[src/rtl/half_adder_pkg.sv]
// half_adder_pkg: shared width default and the per-cell {carry, sum} result type.
package half_adder_pkg;

    localparam int HA_WIDTH_DEFAULT = 8;

    typedef struct packed {
        logic carry;
        logic sum;
    } ha_res_t;

endpackage

[src/rtl/half_adder_cell.sv]
// half_adder_cell: 1-bit half adder, s = x ^ z, c = x & z.
module half_adder_cell (
    input  logic x,
    input  logic z,
    output logic s,
    output logic c
);

    assign s = x ^ z;
    assign c = x & z;

endmodule

[src/rtl/half_adder.sv]
// half_adder: registered WIDTH-bit ripple adder built from half-adder cells,
// a single-entry valid/ready stage computing {carry, y} = a + b + cin.
module half_adder
    import half_adder_pkg::*;
#(
    parameter int WIDTH = HA_WIDTH_DEFAULT
) (
    input  logic             clk,
    input  logic             rst_n,
    output logic [WIDTH-1:0] y,
    output logic             carry,
    input  logic             cin,
    input  logic [WIDTH-1:0] a,
    input  logic [WIDTH-1:0] b,
    input  logic             in_valid,
    output logic             in_ready,
    output logic             out_valid,
    input  logic             out_ready
);

    ha_res_t [WIDTH-1:0] h1;
    ha_res_t [WIDTH-1:0] h2;
    logic    [WIDTH:0]   c;
    logic    [WIDTH-1:0] sum;
    logic    [WIDTH-1:0] y_d, y_q;
    logic                carry_d, carry_q;
    logic                out_valid_d, out_valid_q;
    logic                acc;

    assign c[0] = cin;

    // Cell 1 gives propagate/generate, cell 2 folds in the incoming carry.
    for (genvar i = 0; i < WIDTH; i++) begin : g_bit
        half_adder_cell u_pg (
            .x(a[i]),
            .z(b[i]),
            .s(h1[i].sum),
            .c(h1[i].carry)
        );
        half_adder_cell u_pc (
            .x(h1[i].sum),
            .z(c[i]),
            .s(h2[i].sum),
            .c(h2[i].carry)
        );
        assign sum[i]   = h2[i].sum;
        assign c[i+1]   = h1[i].carry | h2[i].carry;
    end

    assign in_ready = ~out_valid_q | out_ready;
    assign acc      = in_valid & in_ready;

    // The select stays low when in_valid is low, so unknown operands never reach state.
    always_comb begin
        y_d         = acc ? sum : y_q;
        carry_d     = acc ? c[WIDTH] : carry_q;
        out_valid_d = acc | (out_valid_q & ~out_ready);
    end

    always_ff @(posedge clk or negedge rst_n) begin
        if (!rst_n) begin
            y_q         <= '0;
            carry_q     <= 1'b0;
            out_valid_q <= 1'b0;
        end else begin
            y_q         <= y_d;
            carry_q     <= carry_d;
            out_valid_q <= out_valid_d;
        end
    end

    assign y         = y_q;
    assign carry     = carry_q;
    assign out_valid = out_valid_q;

endmodule

[config.mk]
export PLATFORM = sky130hd
export DESIGN_NAME = half_adder
export DESIGN_NICKNAME = d
export VERILOG_FILES = /design/src/rtl/half_adder_pkg.sv /design/src/rtl/half_adder_cell.sv /design/src/rtl/half_adder.sv
export SDC_FILE = /design/constraint.sdc
export NUM_CORES = 1
export LEC_CHECK = 0
export ABC_AREA = 1
export CORE_MARGIN = 10
export CORE_UTILIZATION = 37
export DETAILED_ROUTE_END_ITERATION = 8
export PLACE_DENSITY = 0.76
export RECOVER_POWER = 100
export SYNTH_ARGS = -nofsm -noshare
export SYNTH_HDL_FRONTEND = slang
export SYNTH_SLANG_ARGS = --single-unit
export TNS_END_PERCENT = 50
[constraint.sdc]
create_clock -name clk -period 0.9 [get_ports clk]
set_input_delay 0.09 -clock clk [delete_from_list [all_inputs] [get_ports clk]]
set_output_delay 0.09 -clock clk [all_outputs]
set_load 0.005 [all_outputs]
==> results of run 1 <==
-- stage by stage --
step	hold WS [ps]	power (mW)
detailed placement	427	1.17
finish	191	1.57
global placement	422	1.16
floorplan	-206	0.793
global route	217	1.70
CTS	126	1.61
-- cells in the mapped netlist --
| cell | count |
|---|---|
| nand3_1 | 9 |
| inv_1 | 12 |
| buf_6 | 2 |
| nand2_2 | 2 |
| nand2_1 | 19 |
| fa_1 | 8 |
| dfrtp_1 | 10 |
-- critical path, delay by kind of cell --
kind | cells | cell delay, ps
buf+inv | 5 | 320
fa+ha+maj | 8 | 2690
simple gates | 2 | 100
-- worst max-delay path by stage --
stage	end	slack [ps]	depth (start not counted)
floorplan	y[7]	-2160	14
CTS	y[7]	-2170	15
global route	y[7]	-2170	15
finish	y[7]	-2070	15
detailed placement	y[7]	-2850	15
global placement	y[7]	-2840	15
-- power groups by stage --
stage	Combinational, mW	Sequential (mW)	Clock (mW)
after detailed placement	0.586	0.586	0
after floorplan	0.199	0.594	0
after CTS	0.597	0.579	0.430
after global placement	0.575	0.583	0
after global routing	0.650	0.587	0.459
final	0.579	0.577	0.417
-- state kept, by name, indices dropped and copies added, names as in the netlist --
signal and count:
y 8, out_valid 1, carry 1
-- what timing repair did --
item	4_1_cts	5_1_grt
setup endpoints to repair	20	20
pin swaps	14	6
buffers inserted	4	1
cloned	1	0
gates resized for setup	58	12
endpoints found under the hold margin	0	0
-- cell families after synthesis --
logic type	Yosys count	synth area share
adder cells (fa/ha/maj)	8	0.264
buffers and inverters	14	0.111
flip-flops	10	0.412
AND/OR/NAND/NOR	30	0.212
-- routing by layer --
metal,wire length (µm),global-route usage
met1,613,0.111
met2,937,0.194
met3,200,0.0731
met4,17,0.0408
met5,0,0
-- cell type report --
type / instances / area, µm²
Tap cell: 16 / 20.0
Sequential cell: 10 / 250
Fill cell: 116 / 424
Clock buffer: 4 / 36.3
Inverter: 12 / 62.6
Timing Repair Buffer: 42 / 390
Multi-Input combinational cell: 38 / 340
==> run metrics, run 1 <==
layout cell share with drive strength beyond 1 0.434; RSZ-0062 raised after global routing yes; period utilization 3.31; number of synthesized register bits 10; Hold Crit Class in2async; vias per cell 4.66; Die Y 60.5 µm; sequential power share 0.367; initial antenna violation count 0; largest net degree at the start of global routing 11; Slew Limit Headroom 0.706; CTS Buffer Depth 2; num ports 32; sw frac 0.296; CP startpoint kind input port; final instance area 1100 µm²; post-synth top area cell dfrtp_1; DP Worst Slack -2850 ps; # setup viols final 11; clk_lat worst skew 270 ps; # rows 14; post-layout util 0.722; DP HPWL 1300 µm; Starting Density 0.398; leakage power 0.550 nW; die width 60.5 µm; critical path class in2reg; vias in the first global route 648; Starting DRT DRC Count 9; Syn Inst Count 62; Synth Cell Area 607 µm²; syn avg cell area 9.79 µm²; Max Freq 0.336 GHz; Power Density 1430 nW/µm²; Antenna Violating Nets Remaining 0; H-tree levels 1; reg2reg end y[6]; clock sinks 10; Net Sw Power 0.465 mW; Comb pwr share 0.368; Least-Margin Pin Slew 439 ps; routed len/inst 14.5 µm; Setup WS post-layout -2070 ps; Pint 1.11 mW; Max-Cap Viols 0; WP data arrival 3190 ps; Final TNS setup -9530 ps; Finished Layout Cells 122; drt drc 0; clock share of power 0.265; CORE AREA 1520 µm²; most used cell along the critical path fa_2; DP Area 992 µm²; DR vias 568; clk slew on worst S/H paths 70 ps; skew final 0.867 ps; Slew Limit Fails 0; sequential-to-total area share from yosys stat 0.412; root buffer cell clkbuf_4; Tmin final 2970 ps; commonest non-fill, non-tap cell in the layout nand2_1; CP endpoint kind register; Pre-Repair DR Iteration Count 4; failing checks setup timing; DP Cell Count 112; CP startpoint a[0]; first-pass GRT wire length 3080 µm; number of CTS-inserted buffers 3; R2R depth 6; critical path data required time 1120 ps; PortBufs 31; post-cts hold buffer count 0; worst-path fanout max 1; final hold violations 0; Slowest cell on crit path fa_2; fin nets 136; post-synth top area share 0.412; r2r setup slk -110 ps; Routability Congestion 0.672; commonest non-fill, non-tap cells in the layout nand2_1 (18), clkdlybuf4s50_1 (14), dfrtp_1 (10); GR Overflow Total 0; outcome finished with violations; max incr delay on CP 430 ps; Antenna Cells 0; die area 3660 µm²; gr usage total 0.114; top post-synthesis cells by area dfrtp_1 (41%), fa_1 (26%), nand2_1 (12%), nand3_1 (7.4%), inv_1 (7.4%); Area Overhead vs Synth 81.2%; Crit Reg-Reg Startpoint out_valid; worst path cell trace buf_8 > inv_12 > fa_2 > inv_2 > fa_2 > fa_2 > fa_2 > fa_2 > fa_2 > fa_2 > inv_2 > fa_2 > inv_2 > nand3_2 > nand2_1; Routed WL 1770 µm; Yosys warning count 0; CTS tree yes; maximum vdd drop 848 µV; Syn Nets 91; synth unique cells 7
No activity file was read; power rests on OpenSTA's default activity.
==> run 2: changes to the inputs <==
--- a/config.mk
+++ b/config.mk
@@ -11,6 +11,8 @@
 export DETAILED_ROUTE_END_ITERATION = 8
 export PLACE_DENSITY = 0.76
 export RECOVER_POWER = 100
+export SKIP_LAST_GASP = 1
+export SLEW_MARGIN = 5
 export SYNTH_ARGS = -nofsm -noshare
 export SYNTH_HDL_FRONTEND = slang
 export SYNTH_SLANG_ARGS = --single-unit
==> run 2 against run 1 <==
  * The run still ends with setup timing left
  * Sequential cell count unchanged
  * Clock skew about the same
  * Critical path depth unchanged
  * Routed wire length down 1.2%
  * Combinational power up 8.6%
  * Critical endpoint unchanged
  * Largest cell class unchanged
==> run metrics, run 2 (same netlist as run 1, synthesis figures left out) <==
# setup viols final 16 (+5); Slew Limit Headroom 0.709 (+0.00225); CP endpoint kind register; Starting Density 0.398 (unchanged); post-cts hold buffer count 0 (unchanged); most used cell along the critical path fa_2; critical path class in2reg; # rows 14 (unchanged); CORE AREA 1520 µm² (unchanged); die area 3660 µm² (unchanged); layout cell share with drive strength beyond 1 0.368 (-0.0660); outcome finished with violations; critical path data required time 1120 ps (about the same); commonest non-fill, non-tap cell in the layout clkdlybuf4s50_1; fillers 118 (+1.7%); commonest non-fill, non-tap cells in the layout clkdlybuf4s50_1 (20), nand2_1 (19), dfrtp_1 (10); Pre-Repair DR Iteration Count 4 (unchanged); first-pass GRT wire length 3080 µm (unchanged); RSZ-0062 raised after global routing yes; Routability Congestion 0.672 (unchanged); period utilization 3.33 (+0.0220); DP HPWL 1300 µm (unchanged); die width 60.5 µm (unchanged); DP Cell Count 112 (unchanged); R2R depth 6 (unchanged); CP startpoint kind input port; H-tree levels 1 (unchanged); final instance area 1110 µm² (+1.1%); number of CTS-inserted buffers 3 (unchanged); Max Freq 0.334 GHz (-0.66%); clk slew on worst S/H paths 70 ps (about the same); Crit. path cell count 15 (unchanged); max reg flops 8 (unchanged); Hold Crit Class in2async; PortBufs 31 (unchanged); DP Worst Slack -2850 ps (unchanged); clock sinks 10 (unchanged); multi-input logic area 333 µm² (-2.2%); failing checks setup timing; Power Density 1460 nW/µm² (+2.1%); num ports 32 (unchanged); routed len/inst 14.3 µm (-1.2%); clk_lat worst skew 270 ps (about the same); Tmin final 2990 ps (+19.8 ps); Least-Margin Pin Slew 436 ps (-3.36 ps); root buffer cell clkbuf_4; Die Y 60.5 µm (unchanged); Antenna Cells 0 (unchanged); Finished Layout Cells 122 (unchanged); skew final 0.837 ps (-0.0297 ps); CTS tree yes; Setup WS post-layout -2090 ps (-19.8 ps); fin nets 136 (unchanged); vias in the first global route 649 (+0.15%); Slowest cell on crit path fa_2; maximum vdd drop 856 µV (+0.97%); largest net degree at the start of global routing 11 (unchanged); Worst Hold Slack 190 ps (-0.985 ps); worst-path fanout max 1 (unchanged); WP data arrival 3210 ps (+20 ps); drt drc 0 (unchanged); DP Area 992 µm² (unchanged); DR vias 564 (-0.70%); Max-Cap Viols 0 (unchanged); Bufs and invs on worst path 5 (unchanged); leakage power 0.548 nW (-0.32%); final hold violations 0 (unchanged); GR Overflow Total 0 (unchanged); Area Overhead vs Synth 83.3%; initial antenna violation count 0 (unchanged); vias per cell 4.62 (-0.70%); worst path cell trace buf_6 > inv_6 > fa_2 > inv_2 > fa_2 > fa_2 > fa_2 > fa_2 > fa_2 > fa_2 > inv_2 > fa_2 > inv_1 > nand3_1 > nand2_1; Routed WL 1750 µm (-1.2%); Slew Limit Fails 0 (unchanged); FF+latch area 250 µm² (unchanged); CTS Buffer Depth 2 (unchanged); gr usage total 0.114 (unchanged); Antenna Violating Nets Remaining 0 (unchanged); Crit path max-delay family adder cells; max incr delay on CP 420 ps (about the same); Starting DRT DRC Count 8 (-1)
## run 2: cell count changes in the layout (fill, tap and decap cells not counted), sizes merged
cell           before  now
buf                19   15
clkbuf             10    8
clkdlybuf4s50      14   20
## run 2: layout make-up
type | instances | share of cell area
Inverter | 12 | 0.0562
Timing Repair Buffer | 42 | 0.369
Sequential cell | 10 | 0.225
Clock buffer | 4 | 0.0326
Tap cell | 16 | 0.0180
Multi-Input combinational cell | 38 | 0.299
## run 2: path summary, 6_finish.rpt
| path | from | endpoint | slack [ps] |
|---|---|---|---|
| max in group asynchronous | rst_n | y[3] | 410 |
| min reg2reg | y[2] | y[2] | 480 |
| max reg2reg | out_valid | y[3] | -110 |
| max | b[0] | y[7] | -2090 |
| min | rst_n | y[0] | 190 |
| min in group clk | cin | y[0] | 340 |
## run 2: worst register-to-register path: cells and delay by family, from the launching register on
family	cells	cell delay [ps]
flops	1	390
simple gates	4	270
buf+inv	2	250
## run 2: timing repair
action                                  in CTS  in global routing
gates resized for setup                     32                  9
cloned                                       1                  0
setup buffers                                4                  1
pin swaps                                   13                 11
endpoints found under the setup margin      20                 20
## run 2: routing by layer
metal | track usage | up-vias | wire (µm)
li1 | - | 269 | -
met2 | 0.194 | 27 | 929
met1 | 0.111 | 266 | 588
met4 | 0.0408 | 0 | 8
met3 | 0.0731 | 2 | 218
met5 | 0 | - | 0
## run 2: stage by stage
| stage | total power, mW | TNS, ps | util |
|---|---|---|---|
| finish | 1.62 | -11350 | 0.730 |
| global route | 1.75 | -12310 | 0.730 |
| CTS | 1.66 | -13370 | 0.736 |
| detailed placement | 1.17 | -17080 | 0.651 |
| global placement | 1.16 | -16840 | 0.651 |
| floorplan | 0.793 | -10170 | - |
## run 2: report_power, final
| group | switching [mW] | internal, mW |
|---|---|---|
| combinational | 0.245 | 0.384 |
| clock | 0.170 | 0.246 |
| sequential | 0.0445 | 0.534 |
==> run 3: changes to the inputs <==
--- a/config.mk
+++ b/config.mk
@@ -11,7 +11,7 @@
 export DETAILED_ROUTE_END_ITERATION = 8
 export PLACE_DENSITY = 0.76
 export RECOVER_POWER = 100
-export SKIP_LAST_GASP = 1
+export SKIP_CTS_REPAIR_TIMING = 1
 export SLEW_MARGIN = 5
 export SYNTH_ARGS = -nofsm -noshare
 export SYNTH_HDL_FRONTEND = slang
==> run 3 against run 2 <==
  * Global-route usage shrank 1.2 points
  * Power shrank 7.1%
  * Clock skew barely moved
  * Highest routed layer unchanged
  * Cell area fell by 8.4%
  * Clock-buffer cell count unchanged
  * Critical path depth is the same
  * Utilization shrank 6.2 points
  * Clock power about the same
  * Combinational power decreased by 18%
  * The run still ends with setup timing left
  * Register-to-register slack better by 60 ps
==> run metrics, run 3 (same netlist as run 1, synthesis figures left out) <==
failing checks setup timing; Final TNS setup -10,060 ps (+1290 ps); worst path cell trace buf_8 > inv_12 > fa_2 > inv_2 > fa_2 > fa_2 > fa_2 > fa_2 > fa_2 > fa_2 > inv_2 > fa_1 > inv_1 > nand3_1 > nand2_1; Slowest cell on crit path fa_2; most used cell along the critical path fa_2; vias in the first global route 575 (-11%); DP HPWL 1300 µm (unchanged); FF+latch area 250 µm² (unchanged); CP startpoint a[0]; GR Overflow Total 0 (unchanged); Pre-Repair DR Iteration Count 3 (-1); multi-input logic area 333 µm² (unchanged); layout cell share with drive strength beyond 1 0.380 (+0.0121); outcome finished with violations; Worst Hold Slack 190 ps (-0.109 ps); DR vias 536 (-5.0%); Routability Congestion 0.672 (unchanged); max incr delay on CP 400 ps (-20 ps); CTS tree yes; Least-Margin Pin Slew 435 ps (-0.259 ps); R2R depth 5 (-1); num ports 32 (unchanged); fin nets 130 (-4.4%); fillers 127 (+7.6%); PortBufs 31 (unchanged); H-tree levels 1 (unchanged); Routed WL 1590 µm (-8.8%); reg2reg end y[3]; metal3 WL 201 µm (-7.8%); max reg flops 8 (unchanged); Slew Limit Fails 0 (unchanged); Hold Crit Class in2async; # rows 14 (unchanged); Area Overhead vs Synth 67.8%; CP startpoint kind input port; clock sinks 10 (unchanged); Crit Reg-Reg Startpoint out_valid; Power Density 1480 nW/µm² (+1.5%); top sig layer met4; commonest non-fill, non-tap cells in the layout nand2_1 (18), clkdlybuf4s50_1 (14), dfrtp_1 (10); maximum vdd drop 837 µV (-2.2%); die area 3660 µm² (unchanged); worst-path fanout max 1 (unchanged); drt drc 0 (unchanged); Worst setup endpoint y[7]; WP data arrival 3350 ps (+140 ps); Max-Cap Viols 0 (unchanged); first-pass GRT wire length 2770 µm (-10%); clk_lat worst skew 270 ps (about the same); Max Freq 0.319 GHz (-4.4%); initial antenna violation count 0 (unchanged); CP endpoint kind register; Tmin final 3130 ps (+138 ps); CTS Buffer Depth 2 (unchanged); # setup viols final 10 (-6); final hold violations 0 (unchanged); number of CTS-inserted buffers 3 (unchanged); root buffer cell clkbuf_4; largest net degree at the start of global routing 12 (+1); routed wl met2 812 µm (-13%); Starting DRT DRC Count 10 (+2); r2r setup slk -50 ps (+60 ps); vias per cell 4.62 (about the same); critical path data required time 1120 ps (about the same); Starting Density 0.398 (unchanged); Antenna Cells 0 (unchanged); clk slew on worst S/H paths 70 ps (about the same); Slew Limit Headroom 0.709 (about the same); CORE AREA 1520 µm² (unchanged); leakage power 0.521 nW (-4.8%); DP Area 992 µm² (unchanged); routed len/inst 13.7 µm (-4.0%); period utilization 3.48 (+0.154); Die Y 60.5 µm (unchanged); die width 60.5 µm (unchanged); Met1 Routed Length 561 µm (-4.6%); skew final 0.904 ps (+0.0662 ps); Setup WS post-layout -2230 ps (-138 ps); Antenna Violating Nets Remaining 0 (unchanged); gr usage total 0.103 (-0.0118); final instance area 1020 µm² (-8.4%); critical path class in2reg; commonest non-fill, non-tap cell in the layout nand2_1; RSZ-0062 raised after global routing yes
==> run 3: changes by cell type in the layout (fill, tap and decap cells not counted), sizes merged <==
| cell | delta |
|---|---|
| clkdlybuf4s50 | -6 |
| clkbuf | +6 |
| dlygate4sd2 | -2 |
| dlymetal6s2s | +2 |
| buf | -6 |
==> run 3: worst max-delay path: cells and delay by family <==
kind                     cells  cell delay, ps
AND/OR/NAND/NOR              2             130
adder cells (fa/ha/maj)      8            2820
buffers and inverters        5             310
==> run 3: layer usage <==
| metal | GRT usage | vias up |
|---|---|---|
| met5 | 0 | - |
| met4 | 0.0376 | 0 |
| met3 | 0.0772 | 3 |
| met2 | 0.165 | 22 |
| met1 | 0.0999 | 254 |
| li1 | - | 257 |
==> run 3: how the worst min path moves through the flow <==
| stage | end | slack (ps) |
|---|---|---|
| after floorplan | carry | -210 |
| after global placement | y[0] | 420 |
| after detailed placement | y[0] | 430 |
| after CTS | y[7] | 130 |
| after global routing | carry | 220 |
| final | y[0] | 190 |
==> run 3: metrics by stage <==
stage / utilization / total power [mW] / worst slack (ps) / instances
after floorplan: - / 0.793 / -2160 / 62
after global placement: 0.651 / 1.16 / -2840 / 112
after detailed placement: 0.651 / 1.17 / -2850 / 112
after CTS: 0.675 / 1.60 / -2560 / 116
after global routing: 0.668 / 1.63 / -2350 / 116
final: 0.668 / 1.51 / -2230 / 116
==> run 3: layout make-up <==
cell class | count | area share
Inverter | 12 | 0.0614
Sequential cell | 10 | 0.246
Tap cell | 16 | 0.0197
Clock buffer | 4 | 0.0356
Timing Repair Buffer | 36 | 0.311
Multi-Input combinational cell | 38 | 0.327
==> run 3: where the power goes <==
part	leakage [nW]	switching, mW	internal (mW)
Clock	0.0210	0.169	0.246
Sequential	0.121	0.0440	0.534
Combinational	0.379	0.231	0.284
Total	0.521	0.444	1.06
